**config.mk**
```make
export PLATFORM = sky130hd
export DESIGN_NAME = calc2_port_agent
export DESIGN_NICKNAME = d
export VERILOG_FILES = /design/src/rtl/calc2_pkg.sv /design/src/rtl/calc2_result_fifo.sv /design/src/rtl/calc2_port_agent.sv
export SDC_FILE = /design/constraint.sdc
export NUM_CORES = 1
export LEC_CHECK = 0
export CAP_MARGIN = 15
export CELL_PAD_IN_SITES_DETAIL_PLACEMENT = 2
export CELL_PAD_IN_SITES_GLOBAL_PLACEMENT = 2
export CORE_ASPECT_RATIO = 0.9
export CORE_MARGIN = 10
export CORE_UTILIZATION = 25
export CTS_CLUSTER_DIAMETER = 100
export DETAILED_ROUTE_END_ITERATION = 8
export GPL_TIMING_DRIVEN = 0
export PLACE_DENSITY_LB_ADDON = 0.1
export SLEW_MARGIN = 20
export SYNTH_ARGS = -nofsm -noshare
export SYNTH_HDL_FRONTEND = slang
export SYNTH_SLANG_ARGS = --single-unit
export TNS_END_PERCENT = 30
```
**constraint.sdc**
```tcl
create_clock -name c_clk -period 13.5 [get_ports c_clk]
set_input_delay 2.7 -clock c_clk [delete_from_list [all_inputs] [get_ports c_clk]]
set_output_delay 2.7 -clock c_clk [all_outputs]
set_load 0.05 [all_outputs]
```
**src/rtl/calc2_pkg.sv**
```systemverilog
// Shared types for the calc2 port agent: command/response codes, tags and the
// queued result record.
package calc2_pkg;

  localparam int NUM_TAGS = 4;

  typedef logic [1:0] tag_t;

  typedef enum logic [3:0] {
    NOP = 4'd0,
    ADD = 4'd1,
    SUB = 4'd2,
    SHL = 4'd5,
    SHR = 4'd6
  } cmd_e;

  typedef enum logic [1:0] {
    NONE    = 2'd0,
    OK      = 2'd1,
    ERR     = 2'd2,
    TIMEOUT = 2'd3
  } resp_e;

  typedef enum logic [1:0] {
    IDLE   = 2'd0,
    SEND_A = 2'd1,
    SEND_B = 2'd2
  } agent_state_e;

  typedef struct packed {
    resp_e       resp;
    logic [31:0] data;
    tag_t        tag;
  } result_t;

  // Lowest index whose bit is clear; returns 0 when none is clear.
  function automatic tag_t lowest_free(logic [NUM_TAGS-1:0] busy);
    tag_t t;
    t = '0;
    for (int i = NUM_TAGS - 1; i >= 0; i--) begin
      if (!busy[i]) t = tag_t'(i);
    end
    return t;
  endfunction

  function automatic logic [NUM_TAGS-1:0] tag_onehot(tag_t t);
    return NUM_TAGS'(1) << t;
  endfunction

endpackage

```
**src/rtl/calc2_result_fifo.sv**
```systemverilog
// Result queue: synchronous FIFO of result_t records with wrapping pointers.
module calc2_result_fifo
  import calc2_pkg::*;
#(
  parameter int DEPTH = 4
) (
  input  logic    c_clk,
  input  logic    reset,
  input  logic    push,
  input  result_t push_data,
  input  logic    pop,
  output result_t head,
  output logic    empty,
  output logic    full
);

  localparam int AW = (DEPTH > 1) ? $clog2(DEPTH) : 1;

  result_t        mem [DEPTH];
  logic [AW-1:0]  wr_ptr, rd_ptr;
  logic [AW:0]    count;
  logic           do_push, do_pop;

  assign do_push = push && !full;
  assign do_pop  = pop && !empty;
  assign empty   = (count == '0);
  assign full    = (count == (AW+1)'(DEPTH));
  assign head    = mem[rd_ptr];

  always_ff @(posedge c_clk or posedge reset) begin
    if (reset) begin
      wr_ptr <= '0;
      rd_ptr <= '0;
      count  <= '0;
      for (int i = 0; i < DEPTH; i++) mem[i] <= '0;
    end else begin
      if (do_push) begin
        mem[wr_ptr] <= push_data;
        wr_ptr      <= (wr_ptr == AW'(DEPTH - 1)) ? '0 : wr_ptr + 1'b1;
      end
      if (do_pop) rd_ptr <= (rd_ptr == AW'(DEPTH - 1)) ? '0 : rd_ptr + 1'b1;
      count <= count + (AW+1)'(do_push) - (AW+1)'(do_pop);
    end
  end

endmodule

```
**src/rtl/calc2_port_agent.sv**
```systemverilog
// Upstream agent for one calc2 port: serialises (cmd, A, B) into the two-beat
// request protocol under a tag, and queues tagged responses or local timeouts.
//
//   state  | meaning
//   IDLE   | no request beat on the port
//   SEND_A | beat 1: cmd, operand A, tag
//   SEND_B | beat 2: cmd 0, operand B, tag; next op may be accepted
module calc2_port_agent
  import calc2_pkg::*;
#(
  parameter int TIMEOUT    = 64,
  parameter int FIFO_DEPTH = 4
) (
  input  logic        c_clk,
  input  logic        reset,
  input  logic        op_valid,
  output logic        op_ready,
  input  logic [3:0]  op_cmd,
  input  logic [31:0] op_a,
  input  logic [31:0] op_b,
  output logic [3:0]  req_cmd_out,
  output logic [31:0] req_data_out,
  output logic [1:0]  req_tag_out,
  input  logic [1:0]  resp_in,
  input  logic [31:0] resp_data_in,
  input  logic [1:0]  resp_tag_in,
  output logic        res_valid,
  input  logic        res_ready,
  output logic [1:0]  res_resp,
  output logic [31:0] res_data,
  output logic [1:0]  res_tag,
  output logic [3:0]  tags_busy,
  output logic        spurious_err
);

  agent_state_e        state_q, state_nxt;
  logic [31:0]         b_q;
  tag_t                tag_q, alloc_tag, tmo_tag;
  logic [NUM_TAGS-1:0] wait_q, run_q, expired, alloc_mask, answer_mask, free_mask, busy_nxt;
  logic [7:0]          tmr_q [NUM_TAGS];
  logic                take, resp_hit, push, pop, ready_nxt, fifo_empty, fifo_full;
  result_t             push_data, head;

  // cmd 0 is swallowed: handshake completes but nothing is sent or allocated
  assign take       = op_valid && op_ready && (op_cmd != NOP);
  assign alloc_tag  = lowest_free(tags_busy);
  assign alloc_mask = take ? tag_onehot(alloc_tag) : '0;
  assign resp_hit   = (resp_in != 2'b00) && tags_busy[resp_tag_in] && wait_q[resp_tag_in];
  assign tmo_tag    = lowest_free(~expired);
  assign pop        = res_valid && res_ready;
  assign free_mask  = pop ? tag_onehot(head.tag) : '0;
  assign busy_nxt   = (tags_busy | alloc_mask) & ~free_mask;
  assign ready_nxt  = (state_nxt != SEND_A) && (busy_nxt != '1);

  always_comb begin
    expired = '0;
    for (int i = 0; i < NUM_TAGS; i++)
      expired[i] = wait_q[i] && run_q[i] && (tmr_q[i] == 8'd0);
  end

  // One push per cycle: a real response beats any timeout, which stays pending.
  always_comb begin
    push        = 1'b0;
    answer_mask = '0;
    push_data   = '{resp: calc2_pkg::TIMEOUT, data: 32'd0, tag: tmo_tag};
    if (resp_hit) begin
      push        = 1'b1;
      answer_mask = tag_onehot(resp_tag_in);
      push_data   = '{resp: resp_e'(resp_in), data: resp_data_in, tag: resp_tag_in};
    end else if (|expired) begin
      push        = 1'b1;
      answer_mask = tag_onehot(tmo_tag);
    end
  end

  always_comb begin
    state_nxt = state_q;
    case (state_q)
      IDLE:    if (take) state_nxt = SEND_A;
      SEND_A:  state_nxt = SEND_B;
      SEND_B:  state_nxt = take ? SEND_A : IDLE;
      default: state_nxt = IDLE;
    endcase
  end

  always_ff @(posedge c_clk or posedge reset) begin
    if (reset) state_q <= IDLE;
    else       state_q <= state_nxt;
  end

  always_ff @(posedge c_clk or posedge reset) begin
    if (reset) begin
      op_ready     <= 1'b0;
      tags_busy    <= '0;
      wait_q       <= '0;
      spurious_err <= 1'b0;
      b_q          <= '0;
      tag_q        <= '0;
      req_cmd_out  <= '0;
      req_data_out <= '0;
      req_tag_out  <= '0;
    end else begin
      op_ready  <= ready_nxt;
      tags_busy <= busy_nxt;
      wait_q    <= (wait_q | alloc_mask) & ~answer_mask;
      if ((resp_in != 2'b00) && !resp_hit) spurious_err <= 1'b1;
      if (take) begin
        b_q   <= op_b;
        tag_q <= alloc_tag;
      end
      case (state_nxt)
        SEND_A: begin
          req_cmd_out  <= op_cmd;
          req_data_out <= op_a;
          req_tag_out  <= alloc_tag;
        end
        SEND_B: begin
          req_cmd_out  <= '0;
          req_data_out <= b_q;
          req_tag_out  <= tag_q;
        end
        default: begin
          req_cmd_out  <= '0;
          req_data_out <= '0;
          req_tag_out  <= '0;
        end
      endcase
    end
  end

  // Timer is armed on the edge that puts the B beat out; a reallocated tag is disarmed.
  always_ff @(posedge c_clk or posedge reset) begin
    if (reset) begin
      run_q <= '0;
      for (int i = 0; i < NUM_TAGS; i++) tmr_q[i] <= '0;
    end else begin
      for (int i = 0; i < NUM_TAGS; i++) begin
        if (alloc_mask[i]) begin
          run_q[i] <= 1'b0;
        end else if ((state_q == SEND_A) && (tag_q == tag_t'(i))) begin
          run_q[i] <= 1'b1;
          tmr_q[i] <= 8'(TIMEOUT - 1);
        end else if (answer_mask[i]) begin
          run_q[i] <= 1'b0;
        end else if (run_q[i] && (tmr_q[i] != 8'd0)) begin
          tmr_q[i] <= tmr_q[i] - 8'd1;
        end
      end
    end
  end

  calc2_result_fifo #(.DEPTH(FIFO_DEPTH)) u_fifo (
    .c_clk     (c_clk),
    .reset     (reset),
    .push      (push && !fifo_full),
    .push_data (push_data),
    .pop       (pop),
    .head      (head),
    .empty     (fifo_empty),
    .full      (fifo_full)
  );

  assign res_valid = !fifo_empty;
  assign res_resp  = head.resp;
  assign res_data  = head.data;
  assign res_tag   = head.tag;

endmodule
```
# Word-level counts from Yosys, hierarchy flattened
# Index checks and enable logic that the tools add are counted.
classes:
  add_sub_neg: 8
  order_cmp: 4
  n_eq_ne: 16
  shift: 4
  n_mux: 57
  n_bitwise: 13
  reduce_logical: 56
op_table:
  columns: ["op", "n"]
  rows:
  - ["$bwmux W144", 1]
  - ["$mux W36", 4]
  - ["$mux W8", 12]
  - ["$bmux W36 S2", 1]
  - ["$demux W36 S2", 1]
  - ["$pmux W32 S2", 1]
  - ["$logic_not A8 Y1", 4]
  - ["$reduce_bool A8 Y1", 4]
  - ["$sub A8 B1 Y8 const B", 4]
  - ["$logic_and A1 B1 Y1", 27]
  - ["$mux W2", 11]
  - ["$mux W4", 5]
  - ["$mux W1", 17]
  - ["$shl A1 B2 Y4 const A", 4]
  - ["$eq A2 B2 Y1 const B", 6]
  - ["$not A4 Y4", 3]
  - ["$reduce_and A3 Y1", 4]
  - ["$reduce_bool A3 Y1", 4]
  - ["$ne A2 B1 Y1 const B", 5]
  - ["$reduce_bool A2 Y1", 5]
  - ["$and A4 B4 Y4", 2]
  - ["$or A4 B4 Y4", 2]
  - ["$eq A2 B1 Y1 const B", 3]
  - ["$ge A3 B3 Y1 const B", 2]
  - ["17 further kinds", 26]
word_totals:
  ff_bits: 271
  input_bits: 108
  out_inout_bits: 81
  elab_cells: 191

# Logic depth before layout (Yosys ltp)
# Gate-level depths: netlist of the first run.
depth:
  word_depth: 13
  depth_mapped: 11

# Cells and area by module
# Synthesis of the first run repeated with hierarchy kept, for this count alone.
unflattened:
  cells_unflattened: 977
  hier_area_um2: 12961.2
modules_own_cells:
  columns: ["mod", "instances", "cells_each", "area_per_inst_um2"]
  rows:
  - ["calc2_result_fifo", 1, 387, 7239.4]
  - ["calc2_port_agent", 1, 590, 5721.7]

# Worst setup path before layout of the first run
# No wires, ideal clock.
synth_path:
  path_type: "input -> register"
  from: "input port resp_tag_in[1]"
  to: "register u_fifo.count[1]"
  setup_time_ns: 0.136
  arrival_time_ns: 4.723
  slack_ns: 8.642
  path_stages: 9
  n_path_buf: 2
  path_cell_list: "buf_4 inv_2 mux4_2 buf_2 o211ai_4 o21bai_2 inv_1 ha_1 fa_1"
synth_via:
  elab_chain_len: 9
  word_cells_on_any_way: 11
  classes_between: "2 x add/sub; 5 x mux; 4 x reduce/logical"
synth_rtl:
  columns: ["item", "line_no", "rtl"]
  rows:
  - ["start: declaration", "calc2_port_agent.sv:26", "input logic [1:0] resp_tag_in,"]
  - ["$bmux W1 S2", "calc2_port_agent.sv:48", "assign resp_hit = (resp_in != 2'b00) && tags_busy[resp_tag_in] && wait_q[resp_tag_in];"]
  - ["$mux W1 (not written as such)", "calc2_port_agent.sv:48", null]
  - ["$logic_and A1 B1 Y1", "calc2_port_agent.sv:48", null]
  - ["$logic_and A1 B1 Y1 *", "calc2_port_agent.sv:48", null]
  - ["$mux W1 *", "calc2_port_agent.sv:66", "if (resp_hit) begin"]
  - ["$logic_and A1 B1 Y1 *", "calc2_port_agent.sv:155", ".push (push && !fifo_full),"]
  - ["$logic_and A1 B1 Y1 *", "calc2_result_fifo.sv:24", "assign do_push = push && !full;"]
  - ["named net u_fifo.do_push", "calc2_result_fifo.sv:22", "logic do_push, do_pop;"]
  - ["$add A3 B1 Y3 *", "calc2_result_fifo.sv:42", "count <= count + (AW+1)'(do_push) - (AW+1)'(do_pop);"]
  - ["$sub A3 B1 Y3 *", "calc2_result_fifo.sv:42", null]
  - ["end signal: assignment", "calc2_result_fifo.sv:42", null]
  - ["end: declaration", "calc2_result_fifo.sv:21", "logic [AW:0] count;"]
# Mark *: on every way through the listed nets, which the timed path passes. The rest lies on a longest branch. The select of a mux whose other input is x is not followed.
# A chain may end at the register's enable or synchronous reset.

# Final worst setup path of the first run
layout_path:
  from: "register u_fifo.rd_ptr[0]"
  to: "output port res_data[30]"
layout_via:
  elab_chain_len: 4
layout_rtl:
  columns: ["item", "line_no", "rtl"]
  rows:
  - ["start: declaration", "calc2_result_fifo.sv:20", "logic [AW-1:0] wr_ptr, rd_ptr;"]
  - ["start signal: assignment", "calc2_result_fifo.sv:41", "if (do_pop) rd_ptr <= (rd_ptr == AW'(DEPTH - 1)) ? '0 : rd_ptr + 1'b1;"]
  - ["$not A2 Y3 (not written as such)", "calc2_result_fifo.sv:28", "assign head = mem[rd_ptr];"]
  - ["$bmux W36 S2", "calc2_result_fifo.sv:28", null]
  - ["$mux W36 (not written as such) (2 in a row)", "calc2_result_fifo.sv:28", null]
  - ["end: declaration", "calc2_port_agent.sv:30", "output logic [31:0] res_data,"]
# Every way passes these cells. The select of a mux whose other input is x is not followed.

==> results of run 1 <==
[logic make-up after synthesis]
kind of cell | share of synthesized area
flip-flops | 0.567
multiplexers | 0.103
AO/OA/AOI/OAI | 0.181
AND/OR/NAND/NOR | 0.0876
adder cells (fa/ha/maj) | 0.0174
buffers and inverters | 0.0399
XOR/XNOR | 0.00440
[power groups by stage]
| stage | Combinational, mW | Clock [mW] | Sequential, mW |
|---|---|---|---|
| floorplan | 1.25 | 0 | 1.48 |
| global placement | 2.03 | 0 | 1.39 |
| detailed placement | 2.06 | 0 | 1.40 |
| CTS | 2.07 | 1.00 | 1.40 |
| global route | 2.18 | 1.04 | 1.45 |
| finish | 2.02 | 0.966 | 1.39 |
[Yosys cell counts, types with 5 or more instances]
master,number,area [um^2]
a31oi_1,9,56.3
ha_1,15,188
buf_6,12,135
or4_1,6,45.0
mux2_2,35,394
a22oi_1,8,60.1
a21oi_1,21,105
nor2_1,31,116
inv_1,38,143
and3_1,8,50.1
nand3_1,12,60.1
mux4_2,37,833
nor2b_1,5,31.3
buf_1,6,22.5
a22o_1,158,1380
nor4_1,11,68.8
nor3_1,20,100
or3_1,8,50.1
and2_1,10,62.6
nand2b_1,11,68.8
dfrtp_1,271,6780
nand4_1,10,62.6
o21ai_0,16,80.1
nand2_1,27,101
buf_2,14,70.1
o31ai_1,5,37.5
clkbuf_1,18,67.6
[cell type report]
cell class,count,area (um^2)
inverters,39,154
repair buffers,190,1950
diodes,2,5.00
fillers,4886,31000
clock buffers,48,1050
flip-flops and latches,271,6780
multi-input cells,540,4690
clock inverters,13,135
plain buffers,55,330
well taps,616,771
[critical path, delay by kind of cell, from the launching register on]
family | cells | cell delay, ns
buffers and inverters | 3 | 1.94
DFF | 1 | 0.43
muxes | 1 | 0.65
[state kept, by name, summed over array words and instances, names as in the netlist, 3 cells and up]
name	cells
u_fifo.count	3
u_fifo.mem	144
run_q	4
b_q	32
req_data_out	32
wait_q	4
req_cmd_out	4
tmr_q	32
tags_busy	4
[metrics by stage]
step                      hold slack [ns]  instance area (um^2)  power [mW]  setup slack [ns]   util
after detailed placement            0.474                 14700        3.46              7.69  0.313
after global placement              0.461                 14600        3.42             -1.49  0.311
after floorplan                     0.441                 12000        2.74              3.33      -
final                               0.479                 15900        4.38              7.23  0.338
after global routing                0.501                 15900        4.66              6.98  0.338
after CTS                           0.482                 15900        4.46              7.06  0.338
[metal layers]
| metal | wire [um] | track usage | vias up |
|---|---|---|---|
| met2 | 18700 | 0.225 | 196 |
| met4 | 688 | 0.0388 | 8 |
| li1 | - | - | 3913 |
| met5 | 57 | 0 | - |
| met1 | 18700 | 0.189 | 4640 |
| met3 | 3320 | 0.0556 | 58 |
[worst max-delay path by stage]
stage,from,to,slack (ns),cells past startpoint
final,u_fifo.rd_ptr[0]$_DFFE_PP0P_,res_data[30],7.23,4
after global routing,u_fifo.rd_ptr[0]$_DFFE_PP0P_,res_data[26],6.98,4
after CTS,u_fifo.rd_ptr[0]$_DFFE_PP0P_,res_data[26],7.06,4
after detailed placement,u_fifo.rd_ptr[0]$_DFFE_PP0P_,res_data[30],7.69,4
after global placement,reset,b_q[19]$_DFFE_PP0P_,-1.49,2
after floorplan,reset,b_q[0]$_DFFE_PP0P_,3.33,1
==> reports/metrics.yaml, run 1 <==
synth-seq-cells: 271
final_cell_mix: "271 x dfrtp_1, 187 x clkdlybuf4s50_1, 158 x a22o_1, 37 x inv_1, 37 x mux4_2"
critPathKind: "flip-flop to output port"
netlist_area_um2: 12000
pwr-share-clk: 0.221
switching_share: 0.412
nets: 1256
grt_max_degree: 82
cts.sinks: 271
dp_hpwl_um: 28900
cts_buffers: 35
root_buffer: "clkbuf_16"
grt_pass1_wl_um: 64600
reg2reg_depth: 10
vias_per_cell: 4.97
gp_congestion: 0.707
yosys_warnings: 0
synthCells: 905
wl_per_cell_um: 23.4
startpoint_type: "flip-flop"
cts_tree: "built"
p_per_area_nw_per_um2: 276
io_pins: 189
r2r_start: "tags_busy[1]$_DFF_PP0_"
finalHoldViolCount: 0
grt_pass1_vias: 10000
finalSetupTns_ns: 0
worst_pin_slew_ns: 1.01
worstHoldStart: "tmr_q[8]$_DFFE_PP0P_"
whs_path_depth: 1
power_leakage_nw: 6.91
finalSetupViolations: 0
vias: 8815
syn_nets: 1029
power.internal_mw: 2.57
fmax_mhz: 160
synthToLayoutAreaGrowth_pct: 32.8
drv_slew: 0
postCtsSetupRepairBufs: 0
ctsResizeCount: 0
drc: 0
die-area_um2: 57000
final_cell_count_no_fill: 1774
mostFrequentLayoutCell: "dfrtp_1"
dp_cells: 1711
finClkSkew_ns: 0.0289
clock_latency_ns: 0.55
firstDrtPassIters: 5
cts_hold_buf: 0
max_slew_margin: 0.329
fin_crit_sh: 0.464
min_period_ns: 6.27
r2r-end: "u_fifo.count[2]$_DFF_PP0_"
fp-row-count: 75
synth_cell_type_count: 72
layout-drive-gt1-share: 0.163
power_frac_seq: 0.318
crit_path_max_fanout: 10
core_area_um2: 46900
wirelength_um: 41500
hp-class: "flip-flop to flip-flop"
combPwrFrac: 0.461
synth_edf_count: 0
cp-end-kind: "output port"
r2r_slack_ns: 10.63
p_sw_mw: 1.80
worst_path_max_delay_cell: "buf_1"
async_reset_ff_frac: 1.00
max-vdd-ir-drop_uv: 91.9
initial_core_util: 0.255
path_cells: "buf_2 > buf_1 > mux4_2 > clkdlybuf4s50_1"
cts.clk_slew.worst_paths_ns: 0.06
min_to: "tmr_q[8]$_DFFE_PP0P_"
drtIter0Drc: 371
ys_seq_area_frac: 0.567
htreeDepth: 2
arrival_ns: 3.57
port-buffer-count: 187
ant_nets: 0
cpPeakStageDelay_ns: 0.80
max_cap_viol_count: 0
rsz0062_at_grt: "false"
synth_ff_type: "dfrtp_1"
die_height_um: 227
status: "finished clean"
grt_use_total: 0.146
synth_area_per_cell_um2: 13.2
cts.path.max_buffers: 3
grt_antenna_before_repair: 4
grt_remaining_overflow: 0
die_x_um: 250
cp.required_ns: 10.80
No activity file was read; power rests on OpenSTA's default activity.
==> inputs of run 2 (changes only) <==
==> constraint.sdc (replaced) <==
create_clock -name c_clk -period 5.7 [get_ports c_clk]
set_input_delay 1.14 -clock c_clk [delete_from_list [all_inputs] [get_ports c_clk]]
set_output_delay 1.14 -clock c_clk [all_outputs]
set_load 0.05 [all_outputs]
==> reports/metrics.yaml, run 2 (same netlist as run 1, synthesis figures left out) <==
wl_met1_um: 18800  # was 18,700 um
power.internal_mw: 6.03  # was 2.57 mW
mostFrequentLayoutCell: "dfrtp_1"  # unchanged
ant_nets: 0  # unchanged
startpoint_type: "flip-flop"  # unchanged
htreeDepth: 2  # unchanged
p_sw_mw: 4.23  # was 1.80 mW
max_slew_margin: 0.339  # was 0.329
cts_tree: "built"  # unchanged
regMostFlops: "u_fifo.mem"  # unchanged
io_pins: 189  # unchanged
fin_crit_sh: 0.826
final_cell_count_no_fill: 1779  # was 1,774
initial_core_util: 0.255  # unchanged
path_buf_inv: 3  # unchanged
grt_antenna_before_repair: 4  # unchanged
cts.path.max_buffers: 3  # unchanged
worst_path_max_delay_cell: "buf_1"  # unchanged
drv_slew: 0  # unchanged
rsz0062_at_grt: "false"  # unchanged
cp-end-kind: "output port"  # unchanged
synthToLayoutAreaGrowth_pct: 33.3  # was 32.8%
pwr-share-clk: 0.213  # was 0.221
max_cap_viol_count: 0  # unchanged
dp_cells: 1718  # was 1,711
finalHoldViolCount: 0  # unchanged
combPwrFrac: 0.467  # was 0.461
clock_latency_ns: 0.53  # was 0.55 ns
switching_share: 0.412  # about the same
worst_pin_slew_ns: 0.991  # was 1.01 ns
wirelength_um: 41400  # was 41,500 um
cpPeakStageDelay_ns: 0.79  # was 0.80 ns
grt_pass1_wl_um: 64100  # was 64,600 um
die_x_um: 250  # unchanged
arrival_ns: 3.57  # about the same
root_buffer: "clkbuf_16"  # unchanged
num-fill-cells: 4907  # was 4,886
drtIter0Drc: 348  # was 371
fmax_mhz: 212
status: "finished clean"  # unchanged
power_leakage_nw: 6.93  # was 6.91 nW
hp-class: "flip-flop to flip-flop"  # unchanged
drc: 0  # unchanged
fp-row-count: 75  # unchanged
dp_hpwl_um: 29400  # was 28,900 um
cts.sinks: 271  # unchanged
largest_register_ffs: 144  # unchanged
max-vdd-ir-drop_uv: 193  # was 91.9 uV
die-area_um2: 57000  # unchanged
cp.required_ns: 4.56  # was 10.80 ns
vias: 8790  # was 8,815
cts_buffers: 34  # was 35
p_per_area_nw_per_um2: 644  # was 276 nW/um^2
postCtsSetupRepairBufs: 0  # unchanged
ctsResizeCount: 0  # unchanged
die_height_um: 227  # unchanged
gp_congestion: 0.713  # was 0.707
power_frac_seq: 0.320  # was 0.318
wl_per_cell_um: 23.3  # was 23.4 um
min_period_ns: 4.71
vias_per_cell: 4.94  # was 4.97
critPathKind: "flip-flop to output port"  # unchanged
grt_max_degree: 33  # was 82
port-buffer-count: 187  # unchanged
finalSetupTns_ns: 0  # unchanged
final_cell_mix: "271 x dfrtp_1, 187 x clkdlybuf4s50_1, 158 x a22o_1, 37 x inv_1, 37 x mux4_2"  # unchanged
grt_remaining_overflow: 0  # unchanged
firstDrtPassIters: 4  # was 5
finalSetupViolations: 0  # unchanged
core_area_um2: 46900  # unchanged
crit_family: "buffers and inverters"  # unchanged
crit_path_max_fanout: 10  # unchanged
cts_hold_buf: 0  # unchanged
layout-drive-gt1-share: 0.163  # about the same
grt_pass1_vias: 10100  # was 10,000
nets: 1262  # was 1,256
cts.clk_slew.worst_paths_ns: 0.06  # about the same
wl_met2_um: 18700  # about the same
path_cells: "buf_2 > buf_1 > mux4_2 > clkdlybuf4s50_1"  # unchanged
route.met3.wl_um: 3250  # was 3320 um
holdWs_ns: 0.479  # about the same
finClkSkew_ns: 0.0216  # was 0.0289 ns
grt_use_total: 0.145  # was 0.146
top_layer: "met5"  # unchanged
run 2: changes by cell type in the layout (fill, tap and decap cells not counted), sizes merged:
| cell | previous run | this run |
|---|---|---|
| buf | 39 | 46 |
| clkbuf | 67 | 68 |
| clkinv | 8 | 7 |
| clkinvlp | 2 | 3 |
| diode | 2 | 1 |
| inv | 40 | 38 |
run 2: path summary, 6_finish.rpt:
| kind | start | end | slack [ns] | depth (start not counted) |
|---|---|---|---|---|
| min reg2reg | tmr_q[8]$_DFFE_PP0P_ | tmr_q[8]$_DFFE_PP0P_ | 0.48 | 1 |
| min | tmr_q[8]$_DFFE_PP0P_ | tmr_q[8]$_DFFE_PP0P_ | 0.48 | 1 |
| max reg2reg | tags_busy[1]$_DFF_PP0_ | u_fifo.count[1]$_DFF_PP0_ | 2.86 | 8 |
| max in group asynchronous | reset | b_q[2]$_DFFE_PP0P_ | 3.69 | 5 |
| max | u_fifo.rd_ptr[0]$_DFFE_PP0P_ | res_data[26] | 0.99 | 4 |
| min in group asynchronous | reset | u_fifo.mem[104]$_DFFE_PP0P_ | 1.02 | 2 |
run 2: per-layer routing:
layer | vias to the layer above | global-route usage
li1 | 3922 | -
met1 | 4637 | 0.185
met2 | 177 | 0.228
met3 | 46 | 0.0560
met4 | 8 | 0.0340
met5 | - | 0
run 2: power by group through the flow:
| stage | clock, mW | combinational [mW] | sequential (mW) |
|---|---|---|---|
| 2_1_floorplan | 0 | 2.97 | 3.51 |
| 3_3_place_gp | 0 | 4.81 | 3.30 |
| 3_5_place_dp | 0 | 4.89 | 3.30 |
| 4_1_cts | 2.28 | 4.90 | 3.29 |
| 5_1_grt | 2.36 | 5.15 | 3.42 |
| 6_report | 2.19 | 4.79 | 3.29 |
run 2: area by class of cell:
| type | instances | area (um^2) | area share |
|---|---|---|---|
| Sequential cell | 271 | 6780 | 0.426 |
| Inverter | 39 | 150 | 0.00942 |
| Buffer | 55 | 330 | 0.0207 |
| Antenna cell | 1 | 2.50 | 0.000157 |
| Tap cell | 616 | 771 | 0.0484 |
| Clock inverter | 11 | 136 | 0.00856 |
| Clock buffer | 49 | 988 | 0.0620 |
| Timing Repair Buffer | 197 | 2080 | 0.131 |
| Multi-Input combinational cell | 540 | 4690 | 0.295 |
run 2: per-stage QoR:
step	instance area, um^2	utilization	power, mW	worst slack, ns
6_report	15900	0.340	10.3	0.993
3_3_place_gp	14600	0.311	8.11	-1.68
4_1_cts	15900	0.340	10.5	0.860
3_5_place_dp	14800	0.316	8.19	1.46
5_1_grt	15900	0.340	10.9	0.725
2_1_floorplan	12000	-	6.48	0.979
